### src/rtl/lfsr_gen_if.sv
// Output stream of the LFSR generator: state beat plus valid/ready handshake.
interface lfsr_gen_if #(
  parameter int unsigned WIDTH = 4
);
  logic [WIDTH-1:0] out_data;
  logic             out_valid;
  logic             out_ready;

  modport master (output out_data, output out_valid, input  out_ready);
  modport slave  (input  out_data, input  out_valid, output out_ready);
endinterface

### src/rtl/lfsr_gen.sv
// Parametrised Fibonacci/Galois LFSR with seed load, valid/ready output stream
// and period measurement between successive returns to the active seed.
module lfsr_gen #(
  parameter int unsigned      WIDTH = 4,
  parameter logic [WIDTH-1:0] TAPS  = 4'b1010,
  parameter int unsigned      MODE  = 0,
  parameter logic [WIDTH-1:0] SEED  = {{(WIDTH-1){1'b0}}, 1'b1}
) (
  input  logic             clk,
  input  logic             reset,
  input  logic             enable,
  input  logic             load,
  input  logic [WIDTH-1:0] load_data,
  lfsr_gen_if.master       stream,
  output logic             wrap,
  output logic [WIDTH-1:0] period_len,
  output logic             seed_err
);

  typedef enum logic {IDLE, RUN} fsm_t;

  fsm_t             fsm, fsm_next;
  logic [WIDTH-1:0] lfsr, seed, nxt, step_cnt, cnt_inc, load_val;
  logic             accept, load_zero;

  always_comb begin
    nxt = '0;
    if (MODE == 0) nxt = {lfsr[WIDTH-2:0], ^(lfsr & TAPS)};
    else           nxt = {lfsr[WIDTH-2:0], 1'b0} ^ ({WIDTH{lfsr[WIDTH-1]}} & TAPS);
  end

  assign stream.out_data  = lfsr;
  assign stream.out_valid = (fsm == RUN);

  // A same-cycle load wins over the handshake, so that beat is not consumed.
  assign accept    = stream.out_valid && stream.out_ready && !load;
  assign load_zero = (load_data == '0);
  assign load_val  = load_zero ? SEED : load_data;
  assign cnt_inc   = (step_cnt == '1) ? step_cnt : step_cnt + WIDTH'(1);

  always_ff @(posedge clk) begin
    if (reset) fsm <= IDLE;
    else       fsm <= fsm_next;
  end

  // Leaving RUN waits for any outstanding beat to be taken.
  always_comb begin
    fsm_next = fsm;
    case (fsm)
      IDLE: if (enable) fsm_next = RUN;
      RUN:  if (!enable && stream.out_ready) fsm_next = IDLE;
      default: fsm_next = IDLE;
    endcase
  end

  always_ff @(posedge clk) begin
    if (reset) begin
      lfsr       <= SEED;
      seed       <= SEED;
      step_cnt   <= '0;
      period_len <= '0;
      wrap       <= 1'b0;
      seed_err   <= 1'b0;
    end else begin
      wrap     <= accept && (nxt == seed);
      seed_err <= load && load_zero;
      if (load) begin
        lfsr     <= load_val;
        seed     <= load_val;
        step_cnt <= '0;
      end else if (accept) begin
        lfsr <= nxt;
        if (nxt == seed) begin
          period_len <= cnt_inc;
          step_cnt   <= '0;
        end else begin
          step_cnt   <= cnt_inc;
        end
      end
    end
  end

endmodule
### src/flat_wrapper.sv
// flat-port wrapper written by rule: the top's interface ports become plain ports
module lfsr_gen_flat 
#(
  parameter int unsigned      WIDTH = 4,
  parameter logic [WIDTH-1:0] TAPS  = 4'b1010,
  parameter int unsigned      MODE  = 0,
  parameter logic [WIDTH-1:0] SEED  = {{(WIDTH-1){1'b0}}, 1'b1}
)
  (clk, reset, enable, load, load_data, wrap, period_len, seed_err, stream_out_data, stream_out_valid, stream_out_ready);
  lfsr_gen_if #(.WIDTH(WIDTH)) stream_i ();
  input  logic clk;
  input  logic reset;
  input  logic enable;
  input  logic load;
  input  logic [WIDTH-1:0] load_data;
  output logic wrap;
  output logic [WIDTH-1:0] period_len;
  output logic seed_err;
  output wire logic [$bits(stream_i.out_data)-1:0] stream_out_data;
  output wire logic [$bits(stream_i.out_valid)-1:0] stream_out_valid;
  input wire logic [$bits(stream_i.out_ready)-1:0] stream_out_ready;
  assign stream_out_data = stream_i.out_data;
  assign stream_out_valid = stream_i.out_valid;
  assign stream_i.out_ready = stream_out_ready;
  lfsr_gen #(.WIDTH(WIDTH), .TAPS(TAPS), .MODE(MODE), .SEED(SEED)) u_core (.clk(clk), .reset(reset), .enable(enable), .load(load), .load_data(load_data), .stream(stream_i), .wrap(wrap), .period_len(period_len), .seed_err(seed_err));
endmodule
### config.mk
export PLATFORM = sky130hd
export DESIGN_NAME = lfsr_gen_flat
export DESIGN_NICKNAME = d
export VERILOG_FILES = /design/src/rtl/lfsr_gen_if.sv /design/src/rtl/lfsr_gen.sv /design/src/flat_wrapper.sv
export SDC_FILE = /design/constraint.sdc
export NUM_CORES = 1
export LEC_CHECK = 0
export ABC_AREA = 1
export BUFFER_PORTS_ARGS = -buffer_cell sky130_fd_sc_hd__buf_4
export CORE_MARGIN = 2
export CORE_UTILIZATION = 51
export CTS_CLUSTER_DIAMETER = 30
export DETAILED_ROUTE_END_ITERATION = 10
export PLACE_DENSITY_LB_ADDON = 0.25
export SYNTH_ARGS = -nofsm -noshare
export SYNTH_HDL_FRONTEND = slang
export SYNTH_SLANG_ARGS = --single-unit
### constraint.sdc
create_clock -name clk -period 1.33 [get_ports clk]
set_input_delay 0.133 -clock clk [delete_from_list [all_inputs] [get_ports clk]]
set_output_delay 0.133 -clock clk [all_outputs]
set_load 0.01 [all_outputs]
# == Word-level counts from Yosys, hierarchy flattened ==
# Cells that the tools add are included.
# op_classes
addsub,1
eq_ne,2
mux,8
n_bitwise,2
n_reduce_logical,12
# op_table
op,n
$mux W4,5
$logic_and A1 B1 Y1,5
$add A4 B1 Y4 const B,1
$eq A4 B4 Y1,1
$eq A4 B4 Y1 const B,1
$logic_not A4 Y1,1
$reduce_xor A4 Y1,1
$reduce_and A3 Y1,1
$logic_not A1 Y1,2
$mux W1,2
$not A1 Y1,2
$pmux W1 S2,1
$reduce_bool A2 Y1,1
$reduce_or A2 Y1,1
# totals
ff_bits,19
input_bits,9
elab_cells,32

# == Longest topological paths before layout ==
# logic_depth
depth_word,4
mapped_depth,9

# == Worst setup path before layout ==
# No wires, ideal clock.
# synth_path
path_type,register to register
from,reg u_core.step_cnt[0]
to,reg u_core.period_len[1]
setup_time_ns,0.110
arrival_ns,1.107
required_time_ns,1.220
path_slack_ns,0.113
stages_incl_launch_ff,7
synth_period_minus_slack_ns,1.217
cell_sequence,dfxtp_1 > ha_1 > nand3_1 > o21ai_0 > nand4_1 > nand2_1 > nor2_1
# synth_via
elab_chain_len,2
# synth_lines
item,line,source
start: declaration,lfsr_gen.sv:23,"logic [WIDTH-1:0] lfsr, seed, nxt, step_cnt, cnt_inc, load_val;"
start signal: assignment,lfsr_gen.sv:77,step_cnt <= cnt_inc;
$add A4 B1 Y4 or $eq A4 B4 Y1 (tied branches),lfsr_gen.sv:39,assign cnt_inc = (step_cnt == '1) ? step_cnt : step_cnt + WIDTH'(1);
$mux W4 *,lfsr_gen.sv:39,
end signal: assignment,lfsr_gen.sv:74,period_len <= cnt_inc;
end: declaration,lfsr_gen.sv:16,"output logic [WIDTH-1:0] period_len,"
# Every way passes the cells marked *; elsewhere a longest branch is shown, timed or not.
# A chain may end at the register's enable or synchronous reset.

# == Final worst setup path ==
# layout_path
from,reg u_core.step_cnt[1]
to,reg u_core.step_cnt[0]
# layout_via
elab_chain_len,3
# layout_lines
item,line,source
$eq A4 B4 Y1,lfsr_gen.sv:39,
$mux W4,lfsr_gen.sv:39,
$mux W4,lfsr_gen.sv:73,if (nxt == seed) begin
# No other way between the ends.

==> flow_summary.json <==
{
  "synthFlopType": "dfxtp_1",
  "cts.path.max_buffers": 2,
  "hold_buffers": 0,
  "async_flop_share_pct": 0,
  "gp_congestion": 0.849,
  "crit_fanout": 4,
  "antennaDiodeCount": 0,
  "preCtsSetupSlack_ns": -0.00284,
  "combPwrFrac_pct": 14.0,
  "register_area_um2": 384,
  "synth_common_cells": "44 x nand2_1, 19 x dfxtp_1, 17 x inv_1, 9 x nor2_1, 8 x a21oi_1",
  "syn2layout_area_growth_pct": 23.7,
  "period_needed_ns": 1.26,
  "critPathArrivalTime_ns": 1.49,
  "final_util_pct": 65.8,
  "yosys_warnings": 0,
  "fin_skew_ns": 0.00587,
  "synthTopCellsByArea": "dfxtp_1 42%, nand2_1 18%, inv_1 7.0%, a21oi_1 4.4%, nand3_1 3.9%",
  "relSlewSlack_pct": 77.4,
  "post-synth-top-count-cell": "nand2_1",
  "clock_latency_ns": 0.29,
  "start_util_pct": 53.2,
  "design.portCount": 20,
  "synth_nets": 140,
  "clock_sinks": 19,
  "synth_area_um2": 908,
  "synth_top_area_share_pct": 41.9,
  "nets": 163,
  "cts_made_buffers": 3,
  "drv_cap": 0,
  "ys_seq_elements": 19,
  "postSynthAreaPerCell_um2": 6.99,
  "finalHoldViolCount": 0,
  "period_share_pct": 94.9,
  "syn_inst": 130,
  "synth_top_area_cell": "dfxtp_1",
  "io_buffers": 19,
  "num-fill-cells": 157,
  "setup_violations": 0,
  "fmax_mhz": 793,
  "drt-wirelength-per-cell_um": 10.6,
  "holdWs_ns": 0.0400,
  "vias": 858,
  "dieArea_um2": 2130,
  "synth_edf_count": 0,
  "drcViolationCount": 0,
  "dp_hpwl_um": 1400,
  "ir_drop_mv": 0.622,
  "yosysSeqAreaShare_pct": 41.9,
  "grt_max_degree": 12,
  "outcome": "completed",
  "fin_area_um2": 1120,
  "globalRoute.totalOverflow": 0,
  "grt_pass1_vias": 746,
  "drive_gt1_share_pct": 25.7,
  "path_class": "flip-flop to flip-flop",
  "worstPathRequired_ns": 1.56,
  "rows": 15,
  "multi_input_area_um2": 457,
  "grt_pass1_wl_um": 3000,
  "place_area_um2": 1070,
  "critical_path.startpoint_type": "flip-flop",
  "hold_path_class": "input port to flip-flop",
  "dr.first_iter.drc_count": 18,
  "switchingPower_uw": 278,
  "cts_tree": "built",
  "wl_um": 1870,
  "vias_per_cell": 4.85,
  "drv_slew": 0,
  "dr.pass1.iters": 4,
  "ys_types": 22,
  "htreeDepth": 1,
  "ant_nets": 0,
  "coreArea_um2": 1710,
  "clkTransAtPathRegs_ns": 0.11,
  "swShare_pct": 26.6,
  "die_x_um": 46.2,
  "powerDensity_nw_per_um2": 929,
  "tightest_slew_ns": 0.339,
  "grt_usage_pct": 19.7,
  "power_frac_seq_pct": 58.1,
  "fp.dieH_um": 46.2,
  "clockPowerShare_pct": 27.9,
  "leakage_uw": 0.000536,
  "end_kind": "flip-flop",
  "antenna_found_initial": 0,
  "cts-root-buf": "clkbuf_4",
  "fin_ws_ns": 0.0685,
  "intPower_uw": 766
}
[critical path, cell delays in order, from the launching register on]
cell and delay, ns:
dfxtp_2 0.38, ha_2 0.23, nand3_2 0.15, xor2_2 0.22, nand3_1 0.10, a21oi_1 0.12
[final timing paths]
path	start	endpoint	slack (ns)	cells after the start
max reg2reg	u_core.step_cnt[1]	u_core.step_cnt[0]	0.07	5
max	u_core.step_cnt[1]	u_core.step_cnt[0]	0.07	5
min reg2reg	u_core.seed[0]	u_core.seed[0]	0.48	2
min	enable	u_core.stream.out_valid	0.04	3
[state kept, by name, summed over array words and instances, names as in the netlist]
signal and flops:
u_core.period_len 4, u_core.seed 4, u_core.step_cnt 4, u_core.stream.out_data 4
u_core.seed_err 1, u_core.stream.out_valid 1, u_core.wrap 1
[routing by layer]
layer  vias to the layer above  GRT usage, %  wire length (um)  share of wire [%]
met5                         -             0                 0                  0
met3                         2          3.53                66                3.5
li1                        453             -                 -                  -
met1                       388          25.2               822                 44
met2                        15          31.9               974                 52
met4                         0          8.57                10               0.53
[cells by family (layout without fill, tap and decap cells)]
logic type / after synthesis / after routing / share of synthesized area, %
and+or+nand+nor: 70 / 70 / 35.0
buffers and inverters: 22 / 44 / 9.92
DFF: 19 / 19 / 41.9
AOI/OAI and AO/OA: 15 / 15 / 8.95
xor gates and xnor gates: 3 / 3 / 2.89
adders and majority gates: 1 / 1 / 1.38
[area by class of cell]
class	instances	share of cell area (%)
sequential	19	34.2
timing repair buffer	20	13.4
inverter	20	6.68
multi-input combinational	89	40.6
clock buffer	4	2.34
tap	25	2.78
[repair_timing]
item / CTS / global route
gates cloned: 0 / 0
pin swaps: 0 / 1
setup endpoints to repair: 2 / 7
setup buffers: 0 / 0
resized for setup: 1 / 8
[power groups by stage]
stage	Clock, uW	Combinational [uW]	Sequential, uW
final	291	146	606
after global routing	330	164	609
after CTS	300	147	605
after detailed placement	0	146	618
after global placement	0	144	618
after floorplan	0	86.0	621
[stage by stage]
stage	total power (uW)	setup TNS (ns)	cells
finish	1040	0	177
global route	1100	-0.0257	177
CTS	1050	0	177
detailed placement	765	-0.00284	173
global placement	762	0	173
floorplan	707	0	130
[placed cells by master (no fill, tap or decap), types with 2 or more instances in the layout]
cell	n
nand2_1	44
a21oi_1	8
nand3_2	2
nor2_1	9
buf_4	20
dfxtp_1	16
inv_1	17
o22ai_1	2
dfxtp_2	3
nand3_1	6
inv_2	3
a31oi_1	3
clkbuf_4	3
nand2_2	3
nand4_1	2
(Power assumes the default switching activity.)
